**src/rtl/root_comp_sequencer_if.sv**
```systemverilog
`default_nettype none
// ============================================================================
// Module      : root_comp_sequencer_if
// Description : Host bus, LOCAL-port receive and root-router transmit signals
//               of the root computation sequencer.
//               slave  - sequencer side (consumes host/LOCAL, drives router)
//               master - host / environment side
//   write_en/addr/data, write_rdy : host register/CONFIG write handshake
//   read_en/addr, read_rdy        : host READ handshake
//   in_data_valid, in_data        : LOCAL port packets {info,addr,data}
//   router_rdy                    : root router can accept a packet
//   comp_tx_en, comp_tx_data      : packet issued to the root router
// Revision    : 1.0  initial release
// ============================================================================
interface root_comp_sequencer_if #(
  parameter int INFO_W = 4,
  parameter int ADDR_W = 16,
  parameter int DATA_W = 16
);
  localparam int c_PKT_W = INFO_W + ADDR_W + DATA_W;

  logic                write_en;
  logic [ADDR_W-1:0]   write_addr;
  logic [DATA_W-1:0]   write_data;
  logic                write_rdy;
  logic                read_en;
  logic [ADDR_W-1:0]   read_addr;
  logic                read_rdy;
  logic                in_data_valid;
  logic [c_PKT_W-1:0]  in_data;
  logic                router_rdy;
  logic                comp_tx_en;
  logic [c_PKT_W-1:0]  comp_tx_data;

  modport slave (
    input  write_en, write_addr, write_data, read_en, read_addr,
    input  in_data_valid, in_data, router_rdy,
    output write_rdy, read_rdy, comp_tx_en, comp_tx_data
  );

  modport master (
    output write_en, write_addr, write_data, read_en, read_addr,
    output in_data_valid, in_data, router_rdy,
    input  write_rdy, read_rdy, comp_tx_en, comp_tx_data
  );
endinterface
`default_nettype wire

```
**src/rtl/root_comp_sequencer.sv**
```systemverilog
`default_nettype none
// ============================================================================
// Module      : root_comp_sequencer
// Description : Root-node computation sequencer. Turns host writes/reads into
//               CONFIG/READ packets, runs CALC -> FIN_BROADCAST -> FIN_COMP
//               rounds over NUM_PE PEs for layer_no layers, tracks per-PE FIN
//               reports in a bitmap, and raises a sticky cause-coded interrupt
//               on completion, watchdog timeout or protocol error.
// Ports       : clk, rst_n (async, active low)
//               bus        : root_comp_sequencer_if.slave (host + router side)
//               layer_idx  : current layer index
//               interrupt  : sticky interrupt level
//               irq_cause  : 0 none, 1 done, 2 timeout, 3 protocol error
// Revision    : 1.0  initial release
// ============================================================================
module root_comp_sequencer #(
  parameter int NUM_PE  = 64,
  parameter int LAYER_W = 4,
  parameter int INFO_W  = 4,
  parameter int ADDR_W  = 16,
  parameter int DATA_W  = 16,
  parameter int TMO_W   = 20
) (
  input  logic                 clk,
  input  logic                 rst_n,
  root_comp_sequencer_if.slave bus,
  output logic [LAYER_W-1:0]   layer_idx,
  output logic                 interrupt,
  output logic [1:0]           irq_cause
);
  localparam int c_PKT_W = INFO_W + ADDR_W + DATA_W;
  localparam int c_IDX_W = (NUM_PE > 1) ? $clog2(NUM_PE) : 1;

  // Packet type codes carried in the info field
  localparam logic [INFO_W-1:0] c_INFO_CONFIG = INFO_W'(1);
  localparam logic [INFO_W-1:0] c_INFO_READ   = INFO_W'(2);
  localparam logic [INFO_W-1:0] c_INFO_CALC   = INFO_W'(3);
  localparam logic [INFO_W-1:0] c_INFO_FIN_BC = INFO_W'(4);
  localparam logic [INFO_W-1:0] c_INFO_FIN_CP = INFO_W'(5);

  localparam logic [ADDR_W-1:0] c_ADDR_LAYER   = '0;
  localparam logic [ADDR_W-1:0] c_ADDR_START   = '1;
  localparam logic [ADDR_W-1:0] c_ADDR_IRQ_CLR = ~ADDR_W'(1);

  localparam logic [DATA_W:0]   c_NUM_PE    = (DATA_W+1)'(NUM_PE);
  localparam logic [NUM_PE-1:0] c_ALL_DONE  = '1;
  // Expiry fires on the edge that would take wdog to all-ones, so the
  // sequencer spends exactly 2^TMO_W-1 idle cycles in a WAIT state.
  localparam logic [TMO_W-1:0]  c_WDOG_LAST = ~TMO_W'(1);

  localparam logic [1:0] c_CAUSE_NONE  = 2'd0;
  localparam logic [1:0] c_CAUSE_DONE  = 2'd1;
  localparam logic [1:0] c_CAUSE_TMO   = 2'd2;
  localparam logic [1:0] c_CAUSE_PROTO = 2'd3;

  typedef enum logic [2:0] {
    S_IDLE    = 3'd0,
    S_WAIT_BC = 3'd1,
    S_SEND_BC = 3'd2,
    S_WAIT_CP = 3'd3,
    S_SEND_CP = 3'd4,
    S_ERROR   = 3'd5
  } state_t;

  state_t               r_state, w_state_nxt;
  logic [LAYER_W-1:0]   r_layer_no, w_layer_no_nxt;
  logic [LAYER_W-1:0]   r_layer_idx, w_layer_idx_nxt;
  logic [NUM_PE-1:0]    r_bitmap, w_bitmap_nxt;
  logic [TMO_W-1:0]     r_wdog;
  logic                 r_interrupt, w_interrupt_nxt;
  logic [1:0]           r_irq_cause, w_irq_cause_nxt;
  logic                 w_wdog_clr, w_wdog_inc;
  logic                 w_tx_en;
  logic [INFO_W-1:0]    w_tx_info;
  logic [ADDR_W-1:0]    w_tx_addr;
  logic [DATA_W-1:0]    w_tx_data;

  // ---------------------------------------------------------------- decode
  logic [INFO_W-1:0]  w_in_info;
  logic [DATA_W-1:0]  w_in_id;
  logic [c_IDX_W-1:0] w_id_idx;
  logic [NUM_PE-1:0]  w_fin_mask;
  logic               w_id_in_range, w_fin_dup, w_fin_hit;
  logic               w_idle, w_base_rdy, w_irq_clr_req, w_wr_acc, w_rd_acc;
  logic [ADDR_W-1:0]  w_unused_in_addr;

  assign w_in_info        = bus.in_data[c_PKT_W-1 -: INFO_W];
  assign w_unused_in_addr = bus.in_data[DATA_W +: ADDR_W];
  assign w_in_id          = bus.in_data[DATA_W-1:0];
  assign w_id_idx         = w_in_id[c_IDX_W-1:0];
  assign w_id_in_range    = ({1'b0, w_in_id} < c_NUM_PE);
  assign w_fin_mask       = NUM_PE'(1) << w_id_idx;
  assign w_fin_dup        = |(r_bitmap & w_fin_mask);
  // Each WAIT state only listens to its own FIN type; everything else is ignored
  assign w_fin_hit = bus.in_data_valid &&
                     (w_in_info == ((r_state == S_WAIT_BC) ? c_INFO_FIN_BC : c_INFO_FIN_CP));

  // Host handshake: an IDLE packet needs the router; irq-clear needs nothing
  // and is therefore taken in ERROR (and IDLE) regardless of router_rdy.
  assign w_idle        = (r_state == S_IDLE);
  assign w_base_rdy    = bus.router_rdy & w_idle;
  assign w_irq_clr_req = bus.write_en & (bus.write_addr == c_ADDR_IRQ_CLR);
  assign bus.write_rdy = w_base_rdy | (w_irq_clr_req & (w_idle | (r_state == S_ERROR)));
  // A pending write takes the router slot, so the read waits a cycle
  assign bus.read_rdy  = w_base_rdy & ~bus.write_en;
  assign w_wr_acc      = bus.write_en & bus.write_rdy;
  assign w_rd_acc      = bus.read_en & bus.read_rdy;

  // ------------------------------------------------------- next-state logic
  always_comb begin
    w_state_nxt     = r_state;
    w_layer_no_nxt  = r_layer_no;
    w_layer_idx_nxt = r_layer_idx;
    w_bitmap_nxt    = r_bitmap;
    w_interrupt_nxt = r_interrupt;
    w_irq_cause_nxt = r_irq_cause;
    w_wdog_clr      = 1'b0;
    w_wdog_inc      = 1'b0;
    w_tx_en         = 1'b0;
    w_tx_info       = '0;
    w_tx_addr       = '0;
    w_tx_data       = '0;

    case (r_state)
      S_IDLE: begin
        if (w_wr_acc) begin
          if (bus.write_addr == c_ADDR_START) begin
            w_tx_en         = 1'b1;
            w_tx_info       = c_INFO_CALC;
            w_bitmap_nxt    = '0;
            w_layer_idx_nxt = '0;
            w_interrupt_nxt = 1'b0;
            w_irq_cause_nxt = c_CAUSE_NONE;
            w_state_nxt     = S_WAIT_BC;
          end else if (bus.write_addr == c_ADDR_IRQ_CLR) begin
            w_interrupt_nxt = 1'b0;
            w_irq_cause_nxt = c_CAUSE_NONE;
          end else begin
            w_tx_en   = 1'b1;
            w_tx_info = c_INFO_CONFIG;
            w_tx_addr = bus.write_addr;
            w_tx_data = bus.write_data;
            if (bus.write_addr == c_ADDR_LAYER) begin
              // A zero layer count would never match layer_no-1; treat as one
              w_layer_no_nxt = (bus.write_data[LAYER_W-1:0] == '0) ?
                               LAYER_W'(1) : bus.write_data[LAYER_W-1:0];
            end
          end
        end else if (w_rd_acc) begin
          w_tx_en   = 1'b1;
          w_tx_info = c_INFO_READ;
          w_tx_addr = bus.read_addr;
        end
      end

      S_WAIT_BC, S_WAIT_CP: begin
        // A FIN in the expiry cycle is handled first: completion beats timeout
        if (w_fin_hit) begin
          w_wdog_clr = 1'b1;
          if (!w_id_in_range || w_fin_dup) begin
            w_interrupt_nxt = 1'b1;
            w_irq_cause_nxt = c_CAUSE_PROTO;
            w_state_nxt     = S_ERROR;
          end else begin
            w_bitmap_nxt = r_bitmap | w_fin_mask;
            if (w_bitmap_nxt == c_ALL_DONE)
              w_state_nxt = (r_state == S_WAIT_BC) ? S_SEND_BC : S_SEND_CP;
          end
        end else if (r_wdog == c_WDOG_LAST) begin
          w_interrupt_nxt = 1'b1;
          w_irq_cause_nxt = c_CAUSE_TMO;
          w_state_nxt     = S_ERROR;
        end else begin
          w_wdog_inc = 1'b1;
        end
      end

      S_SEND_BC: begin
        if (bus.router_rdy) begin
          w_tx_en      = 1'b1;
          w_tx_info    = c_INFO_FIN_BC;
          w_bitmap_nxt = '0;
          w_state_nxt  = S_WAIT_CP;
        end
      end

      S_SEND_CP: begin
        if (bus.router_rdy) begin
          w_tx_en      = 1'b1;
          w_tx_info    = c_INFO_FIN_CP;
          w_bitmap_nxt = '0;
          if (r_layer_idx == (r_layer_no - LAYER_W'(1))) begin
            w_interrupt_nxt = 1'b1;
            w_irq_cause_nxt = c_CAUSE_DONE;
            w_state_nxt     = S_IDLE;
          end else begin
            w_layer_idx_nxt = r_layer_idx + LAYER_W'(1);
            w_state_nxt     = S_WAIT_BC;
          end
        end
      end

      S_ERROR: begin
        // Only an irq-clear can be accepted here
        if (w_wr_acc) begin
          w_bitmap_nxt    = '0;
          w_interrupt_nxt = 1'b0;
          w_irq_cause_nxt = c_CAUSE_NONE;
          w_state_nxt     = S_IDLE;
        end
      end

      default: w_state_nxt = S_IDLE;
    endcase
  end

  // ------------------------------------------------------------- registers
  always_ff @(posedge clk or negedge rst_n) begin
    if (!rst_n) begin
      r_state     <= S_IDLE;
      r_layer_no  <= LAYER_W'(1);
      r_layer_idx <= '0;
      r_bitmap    <= '0;
      r_wdog      <= '0;
      r_interrupt <= 1'b0;
      r_irq_cause <= c_CAUSE_NONE;
    end else begin
      r_state     <= w_state_nxt;
      r_layer_no  <= w_layer_no_nxt;
      r_layer_idx <= w_layer_idx_nxt;
      r_bitmap    <= w_bitmap_nxt;
      r_interrupt <= w_interrupt_nxt;
      r_irq_cause <= w_irq_cause_nxt;
      if (w_wdog_clr || (w_state_nxt != r_state))
        r_wdog <= '0;
      else if (w_wdog_inc)
        r_wdog <= r_wdog + TMO_W'(1);
    end
  end

  assign bus.comp_tx_en   = w_tx_en;
  assign bus.comp_tx_data = {w_tx_info, w_tx_addr, w_tx_data};
  assign layer_idx        = r_layer_idx;
  assign interrupt        = r_interrupt;
  assign irq_cause        = r_irq_cause;
endmodule
`default_nettype wire

```
**src/flat_wrapper.sv**
```systemverilog
// flat-port wrapper written by rule: the top's interface ports become plain ports
module root_comp_sequencer_flat 
#(
  parameter int NUM_PE  = 64,
  parameter int LAYER_W = 4,
  parameter int INFO_W  = 4,
  parameter int ADDR_W  = 16,
  parameter int DATA_W  = 16,
  parameter int TMO_W   = 20
)
  (clk, rst_n, layer_idx, interrupt, irq_cause, bus_write_en, bus_write_addr, bus_write_data, bus_read_en, bus_read_addr, bus_in_data_valid, bus_in_data, bus_router_rdy, bus_write_rdy, bus_read_rdy, bus_comp_tx_en, bus_comp_tx_data);
  root_comp_sequencer_if #(.INFO_W(INFO_W), .ADDR_W(ADDR_W), .DATA_W(DATA_W)) bus_i ();
  input  logic clk;
  input  logic rst_n;
  output logic [LAYER_W-1:0] layer_idx;
  output logic interrupt;
  output logic [1:0] irq_cause;
  input wire logic [$bits(bus_i.write_en)-1:0] bus_write_en;
  input wire logic [$bits(bus_i.write_addr)-1:0] bus_write_addr;
  input wire logic [$bits(bus_i.write_data)-1:0] bus_write_data;
  input wire logic [$bits(bus_i.read_en)-1:0] bus_read_en;
  input wire logic [$bits(bus_i.read_addr)-1:0] bus_read_addr;
  input wire logic [$bits(bus_i.in_data_valid)-1:0] bus_in_data_valid;
  input wire logic [$bits(bus_i.in_data)-1:0] bus_in_data;
  input wire logic [$bits(bus_i.router_rdy)-1:0] bus_router_rdy;
  output wire logic [$bits(bus_i.write_rdy)-1:0] bus_write_rdy;
  output wire logic [$bits(bus_i.read_rdy)-1:0] bus_read_rdy;
  output wire logic [$bits(bus_i.comp_tx_en)-1:0] bus_comp_tx_en;
  output wire logic [$bits(bus_i.comp_tx_data)-1:0] bus_comp_tx_data;
  assign bus_i.write_en = bus_write_en;
  assign bus_i.write_addr = bus_write_addr;
  assign bus_i.write_data = bus_write_data;
  assign bus_i.read_en = bus_read_en;
  assign bus_i.read_addr = bus_read_addr;
  assign bus_i.in_data_valid = bus_in_data_valid;
  assign bus_i.in_data = bus_in_data;
  assign bus_i.router_rdy = bus_router_rdy;
  assign bus_write_rdy = bus_i.write_rdy;
  assign bus_read_rdy = bus_i.read_rdy;
  assign bus_comp_tx_en = bus_i.comp_tx_en;
  assign bus_comp_tx_data = bus_i.comp_tx_data;
  root_comp_sequencer #(.NUM_PE(NUM_PE), .LAYER_W(LAYER_W), .INFO_W(INFO_W), .ADDR_W(ADDR_W), .DATA_W(DATA_W), .TMO_W(TMO_W)) u_core (.clk(clk), .rst_n(rst_n), .bus(bus_i), .layer_idx(layer_idx), .interrupt(interrupt), .irq_cause(irq_cause));
endmodule
```
**config.mk**
```make
export PLATFORM = sky130hd
export DESIGN_NAME = root_comp_sequencer_flat
export DESIGN_NICKNAME = d
export VERILOG_FILES = /design/src/rtl/root_comp_sequencer_if.sv /design/src/rtl/root_comp_sequencer.sv /design/src/flat_wrapper.sv
export SDC_FILE = /design/constraint.sdc
export NUM_CORES = 1
export LEC_CHECK = 0
export CORE_ASPECT_RATIO = 1.25
export CORE_MARGIN = 2
export CORE_UTILIZATION = 35
export CTS_CLUSTER_DIAMETER = 30
export DETAILED_ROUTE_END_ITERATION = 8
export PLACE_DENSITY_LB_ADDON = 0.05
export SLEW_MARGIN = 0
export SYNTH_ARGS = -nofsm -noshare
export SYNTH_HDL_FRONTEND = slang
export SYNTH_SLANG_ARGS = --single-unit
```
**constraint.sdc**
```tcl
create_clock -name clk -period 4.4 [get_ports clk]
set_input_delay 1.1 -clock clk [delete_from_list [all_inputs] [get_ports clk]]
set_output_delay 1.1 -clock clk [all_outputs]
set_load 0.005 [all_outputs]
```
==> results.cfg, run 1 <==
[floorplan]
rows = 59
die_y_um = 167.0
core_um2 = 20820
pin_count = 136
die_x_um = 134.4
start_util_pct = 35.74
die-area_um2 = 22450

[finish]
layout_common_cells = buf_4 (126), dfrtp_1 (97), nand2_1 (79)
postLayoutCoreUtil_pct = 48.21
area_growth_pct = 34.89
register_area_um2 = 2454
layout_commonest_cell = buf_4
final_cells = 1351
nNetsFinal = 1164
drive_gt1_share_pct = 19.53
nFillCells = 2093
multi_input_area_um2 = 4481

[place]
dp_hpwl_um = 19570
portBuffers = 118
place_ws_ps = -475.7
gp_congestion = 0.8936
dp.cells = 1317

[logic_synthesis]
synth_edf_count = 0
synthFlopType = dfrtp_1
ys_async_sr_fraction_pct = 100.0
syn_nets = 975
ys_seq_elements = 98
yosysWarnings = 0
ys_seq_area_share_pct = 32.97
netlist_instances = 881
avgSynthCellArea_um2 = 8.446
synth_cell_types = 81
syn-cell-area_um2 = 7441

[clock_tree]
numCtsBuffers = 9
cts_buffer_depth = 2
clockRootBuffer = clkbuf_16
htree_levels = 3
path_clk_slew_ps = 70
clock_latency_ps = 360
cts_tree = yes
hold_buffers = 0
cts_sinks = 98

[routing]
dr.pass1.iters = 5
antenna_left = 0
drt_iter0_markers = 647
drc_errors = 0
via_per_inst = 5.701
dr_total_vias = 7702
wirelength_um = 26960
post_drt_wl_per_cell_um = 19.96

[grt]
antenna_found_initial = 2
grt_max_degree = 65
globalRouteOverflowTotal = 0
grt_pass1_vias = 7636
grt_first_pass_wirelength_um = 43000
track_usage_pct = 24.20

[hold_path]
hold_start = u_core.r_bitmap[61]$_DFFE_PN0P_
min_path_cells = 1
min_to = u_core.r_bitmap[61]$_DFFE_PN0P_
hold_class = reg -> reg

[worst_setup_path]
worst_ep_arrival_time_ps = 3220
required_ps = 3300
crit_type = in -> out
reg2reg_to = u_core.r_wdog[19]$_DFFE_PN0P_
crit_fanout = 7
reg2regPathDepth = 8
cp-end-kind = output pin
r2r_start = u_core.r_state[0]$_DFF_PN0_
start_kind = input pin
rrSetupSlack_ps = 1030

[sta]
rsz0062_at_grt = no
hold_viol_final = 0
slew_headroom_pct = 8.399
timing.fmax_mhz = 231.7
finalCriticalPeriod_ps = 4316
final_max_slew_viol_count = 0
setup_ws_ps = 84.31
period_share_pct = 98.08
worst_clock_skew_ps = 13.88
setup_violations = 0
worst_pin_slew_ps = 1361

[power_and_ir_drop]
clkPwrFrac_pct = 26.3
leakage_nw = 3.971
p_int_w = 0.001870
p_seq_share_pct = 33.9
power_frac_comb_pct = 39.8
power_w = 0.003054
irDropWorstVdd_v = 0.0002197
p_switching_w = 0.001184
p_sw_share_pct = 38.76
power_density_nw_per_um2 = 304.3

[status]
outcome = finished, final reports clean

[run]
max_cap_viol_count = 0
==> final cells by class <==
type                            count  share of cell area [%]
Clock buffer                        9                   2.244
Timing Repair Buffer              261                   23.27
Tap cell                          274                   3.416
Antenna cell                        2                 0.04986
Clock inverter                      7                  0.7355
Multi-Input combinational cell    668                   44.64
Inverter                           32                   1.197
Sequential cell                    98                   24.45
==> cell usage after synthesis (5+ instances only) <==
cell / n / area share, %
xnor2_1: 16 / 1.9
nor4b_1: 7 / 0.82
nor2_1: 22 / 1.1
inv_1: 31 / 1.6
nand2b_1: 8 / 0.67
nor3b_1: 8 / 0.81
or4_1: 5 / 0.50
mux2i_1: 5 / 0.67
nand4b_1: 6 / 0.71
nor2b_1: 11 / 0.92
o32ai_1: 10 / 1.2
o2111ai_1: 8 / 0.94
and3b_1: 5 / 0.59
a31oi_1: 8 / 0.67
and2_1: 23 / 1.9
mux2_2: 7 / 1.1
buf_2: 18 / 1.2
nand3_1: 56 / 3.8
o211ai_1: 6 / 0.61
xor2_1: 11 / 1.3
o22ai_1: 6 / 0.50
buf_6: 14 / 2.1
a32oi_1: 8 / 0.94
nand4_1: 17 / 1.4
clkbuf_1: 41 / 2.1
nor3_1: 23 / 1.5
a22oi_1: 9 / 0.91
o21ai_0: 16 / 1.1
a21oi_1: 37 / 2.5
buf_4: 6 / 0.61
nand2_1: 80 / 4.0
and3_1: 11 / 0.92
nor4_1: 66 / 5.5
o21a_1: 64 / 6.5
a211oi_1: 23 / 2.3
nand3b_1: 7 / 0.71
dfrtp_1: 97 / 33
==> worst max path at each step <==
stage	slack, ps	from	to	cells after the start
2_1_floorplan	400	bus_write_addr[15]	bus_comp_tx_data[21]	7
3_3_place_gp	-480	bus_write_addr[15]	bus_comp_tx_data[29]	10
3_5_place_dp	-480	bus_write_addr[15]	bus_comp_tx_data[29]	10
4_1_cts	-90	bus_write_addr[3]	bus_comp_tx_data[29]	12
5_1_grt	0.6	bus_write_addr[3]	bus_comp_tx_data[29]	12
6_report	80	bus_write_addr[2]	bus_comp_tx_data[27]	11
==> cell families (layout without fill, tap and decap cells) <==
group	count (synthesis)	count (layout)	synth area share, %
AOI/OAI and AO/OA	231	231	22.23
xor gates and xnor gates	28	28	3.481
adders and majority gates	4	4	0.6726
buffers and inverters	115	309	7.836
DFF	98	98	32.97
muxes	14	14	2.085
other	1	3	0.05040
and+or+nand+nor	390	390	30.67
==> per-layer routing <==
metal	up-vias	routed length [um]	track usage, %
met2	202	13710	42.50
met5	-	0	0
met3	45	1044	3.288
met1	3735	11460	30.23
met4	0	748	8.421
li1	3720	-	-
==> what timing repair did <==
| item | in CTS | in global routing |
|---|---|---|
| buffers inserted | 14 | 0 |
| pin swaps | 8 | 2 |
| gates cloned | 2 | 0 |
| resized for setup | 108 | 7 |
| setup endpoints to repair | 36 | 25 |
==> flip-flops by register name, summed over array words and instances, names as in the netlist <==
| name | flops |
|---|---|
| u_core.layer_idx | 4 |
| u_core.irq_cause | 2 |
| u_core.interrupt | 1 |
| u_core.r_layer_no | 4 |
| u_core.r_bitmap | 64 |
| u_core.r_wdog | 20 |
| u_core.r_state | 3 |
==> worst max-delay path, cell delays in order <==
cell	delay [ps]
clkdlybuf4s50_1	500
nand4b_1	110
nor4_2	220
buf_4	190
nand3_2	90
a21oi_2	200
buf_4	150
o21ai_4	80
clkbuf_16	220
a21oi_1	140
clkdlybuf4s15_1	230
==> power groups by stage <==
stage	clock network, W	registers, W	logic [W]
after floorplan	0	0.00101	0.000664
after global placement	0	0.00105	0.00119
after detailed placement	0	0.00105	0.00118
after CTS	0.000831	0.00104	0.00123
after global routing	0.000871	0.00105	0.00132
final	0.000802	0.00104	0.00122
==> per-stage QoR <==
step / area [um2] / hold slack (ps) / TNS (ps)
after floorplan: 7441 / 464.0 / 0
after global placement: 9623 / 474.3 / -18920
after detailed placement: 9623 / 486.2 / -18980
after CTS: 10040 / 504.2 / -94.82
after global routing: 10040 / 525.5 / 0
final: 10040 / 498.3 / 0
(Power assumes the default switching activity.)
==> run 2: changes to the inputs <==
CORE_MARGIN = 8   (was 2)
==> run 2 against run 1 <==
Against the previous run: largest power group unchanged; count of clock-buffer cells in the layout stayed put; via count is 0.43% higher; critical path depth stayed put; non-clock buffer count is 6 lower; hold slack better by 6.9 ps; sequential cell count stayed put; highest routed layer is now met5; clock power is 1% higher; first-iteration DRC count is 29% lower.
==> results.cfg, run 2 (synthesis gave the netlist of run 1 again) <==
[worst_setup_path]
crit_chain = dlygate4sd2_1 > nand4_1 > buf_4 > buf_4 > or4_4 > nand2_4 > nor2_4 > buf_6 > buf_4 > and2_1 > dlygate4sd2_1
cp-end-kind = output pin
crit_type = in -> out
crit_fanout = 2
required_ps = 3300
start_kind = input pin
crit_family = simple AND/OR/NAND/NOR gates
critPathSlowestCell = or4_4
worst_ep_arrival_time_ps = 3160
cpMostUsedCell = buf_4
cp_slowest_stage_delay_ps = 550
cp.buffers_inverters = 6

[finish]
register_area_um2 = 2454
postLayoutCellArea_um2 = 10050
multi_input_area_um2 = 4556
area_growth_pct = 35.04
layout_commonest_cell = buf_4
nNetsFinal = 1158
largest_reg_flops = 64
nFillCells = 2120
largest-register = u_core.r_bitmap
drive_gt1_share_pct = 21.42
layout_common_cells = buf_4 (122), dfrtp_1 (97), nand2_1 (79)
top_regs = u_core.r_bitmap (64), u_core.r_wdog (20)

[grt]
grt_first_pass_wirelength_um = 44500
antenna_found_initial = 4
grt_pass1_vias = 7824
grt_max_degree = 65
globalRouteOverflowTotal = 0
track_usage_pct = 21.21

[sta]
rsz0062_at_grt = no
timing.fmax_mhz = 234.9
finalCriticalPeriod_ps = 4258
slew_headroom_pct = 18.80
worst_clock_skew_ps = 13.48
worst_pin_slew_ps = 1207
final_max_slew_viol_count = 0
holdWs_ps = 505.2
period_share_pct = 96.77
hold_viol_final = 0
setup_violations = 0

[floorplan]
start_util_pct = 35.74
die-area_um2 = 26210
pin_count = 136
core_um2 = 20820
die_x_um = 146.4
die_y_um = 179.0
rows = 59

[place]
portBuffers = 118
dp_hpwl_um = 20470
postPlaceCellArea_um2 = 9575
gp_congestion = 0.9103

[clock_tree]
cts_buffer_depth = 2
clock_latency_ps = 360
path_clk_slew_ps = 80
hold_buffers = 0
clockRootBuffer = clkbuf_16
cts_tree = yes
numCtsBuffers = 9
cts_sinks = 98
htree_levels = 3

[run]
max_cap_viol_count = 0

[routing]
via_per_inst = 5.751
post_drt_wl_per_cell_um = 20.34
dr.pass1.iters = 5
dr_total_vias = 7735
antenna_left = 0
drt_iter0_markers = 460
drc_errors = 0
wirelength_um = 27360

[power_and_ir_drop]
power_density_nw_per_um2 = 306.4
leakage_nw = 4.007
irDropWorstVdd_v = 0.0002337

[hold_path]
hold_class = reg -> reg

[status]
outcome = finished, final reports clean
-- run 2: changes by cell type in the layout (fill, tap and decap cells not counted), sizes merged --
cell / before / now
buf: 157 / 160
clkinvlp: 2 / 0
dlymetal6s2s: 0 / 8
dlygate4sd2: 27 / 15
inv: 34 / 33
clkinv: 3 / 6
clkdlybuf4s50: 69 / 64
-- run 2: per-stage QoR --
stage	TNS, ps	std cells	power (W)	util, %	setup WS [ps]
global placement	-19150	1314	0.002239	46.00	-468.9
finish	0	1345	0.003079	48.27	142.0
detailed placement	-19710	1314	0.002231	46.00	-527.8
CTS	0	1342	0.003088	47.63	0.5274
global route	0	1345	0.003263	48.27	69.20
floorplan	0	881	0.001676	-	404.4
-- run 2: layout make-up --
| cell class | count | area share (%) |
|---|---|---|
| Antenna cell | 2 | 0.04981 |
| Clock buffer | 9 | 2.241 |
| Clock inverter | 7 | 0.8094 |
| Inverter | 32 | 1.195 |
| Multi-Input combinational cell | 668 | 45.34 |
| Sequential cell | 98 | 24.42 |
| Tap cell | 274 | 3.412 |
| Timing Repair Buffer | 255 | 22.54 |
-- run 2: path summary, 6_finish.rpt --
kind	from	endpoint	slack (ps)	cells past startpoint
min in group asynchronous	rst_n	u_core.r_bitmap[8]$_DFFE_PN0P_	740	1
worst min-delay path	u_core.r_bitmap[17]$_DFFE_PN0P_	u_core.r_bitmap[17]$_DFFE_PN0P_	510	1
worst max-delay path	bus_write_addr[14]	bus_comp_tx_data[8]	140	11
worst max register to register	u_core.r_state[0]$_DFF_PN0_	u_core.r_wdog[19]$_DFFE_PN0P_	1160	8
worst min register to register	u_core.r_bitmap[17]$_DFFE_PN0P_	u_core.r_bitmap[17]$_DFFE_PN0P_	510	1
max in group asynchronous	rst_n	u_core.r_bitmap[20]$_DFFE_PN0P_	2800	2
-- run 2: timing repair --
action | CTS | global route
pin swaps | 8 | 6
hold endpoints to repair | 0 | 0
setup buffers | 10 | 0
endpoints found under the setup margin | 36 | 56
resized for setup | 139 | 27
gates cloned | 2 | 1
-- run 2: layer usage --
metal / up-vias / share of wire [%] / GRT usage [%]
met2: 188 / 51 / 37.96
li1: 3698 / - / -
met3: 55 / 3.8 / 3.157
met4: 2 / 3.2 / 9.118
met1: 3792 / 42 / 24.90
met5: - / 0.048 / 0
-- run 2: report_power, final --
part	internal, W	leakage (nW)	total (W)	switching [W]
Sequential	0.000949	1.35	0.00104	0.0000871
Combinational	0.000526	2.51	0.00123	0.000705
Clock	0.000405	0.149	0.000811	0.000406
Total	0.00188	4.01	0.00308	0.00120
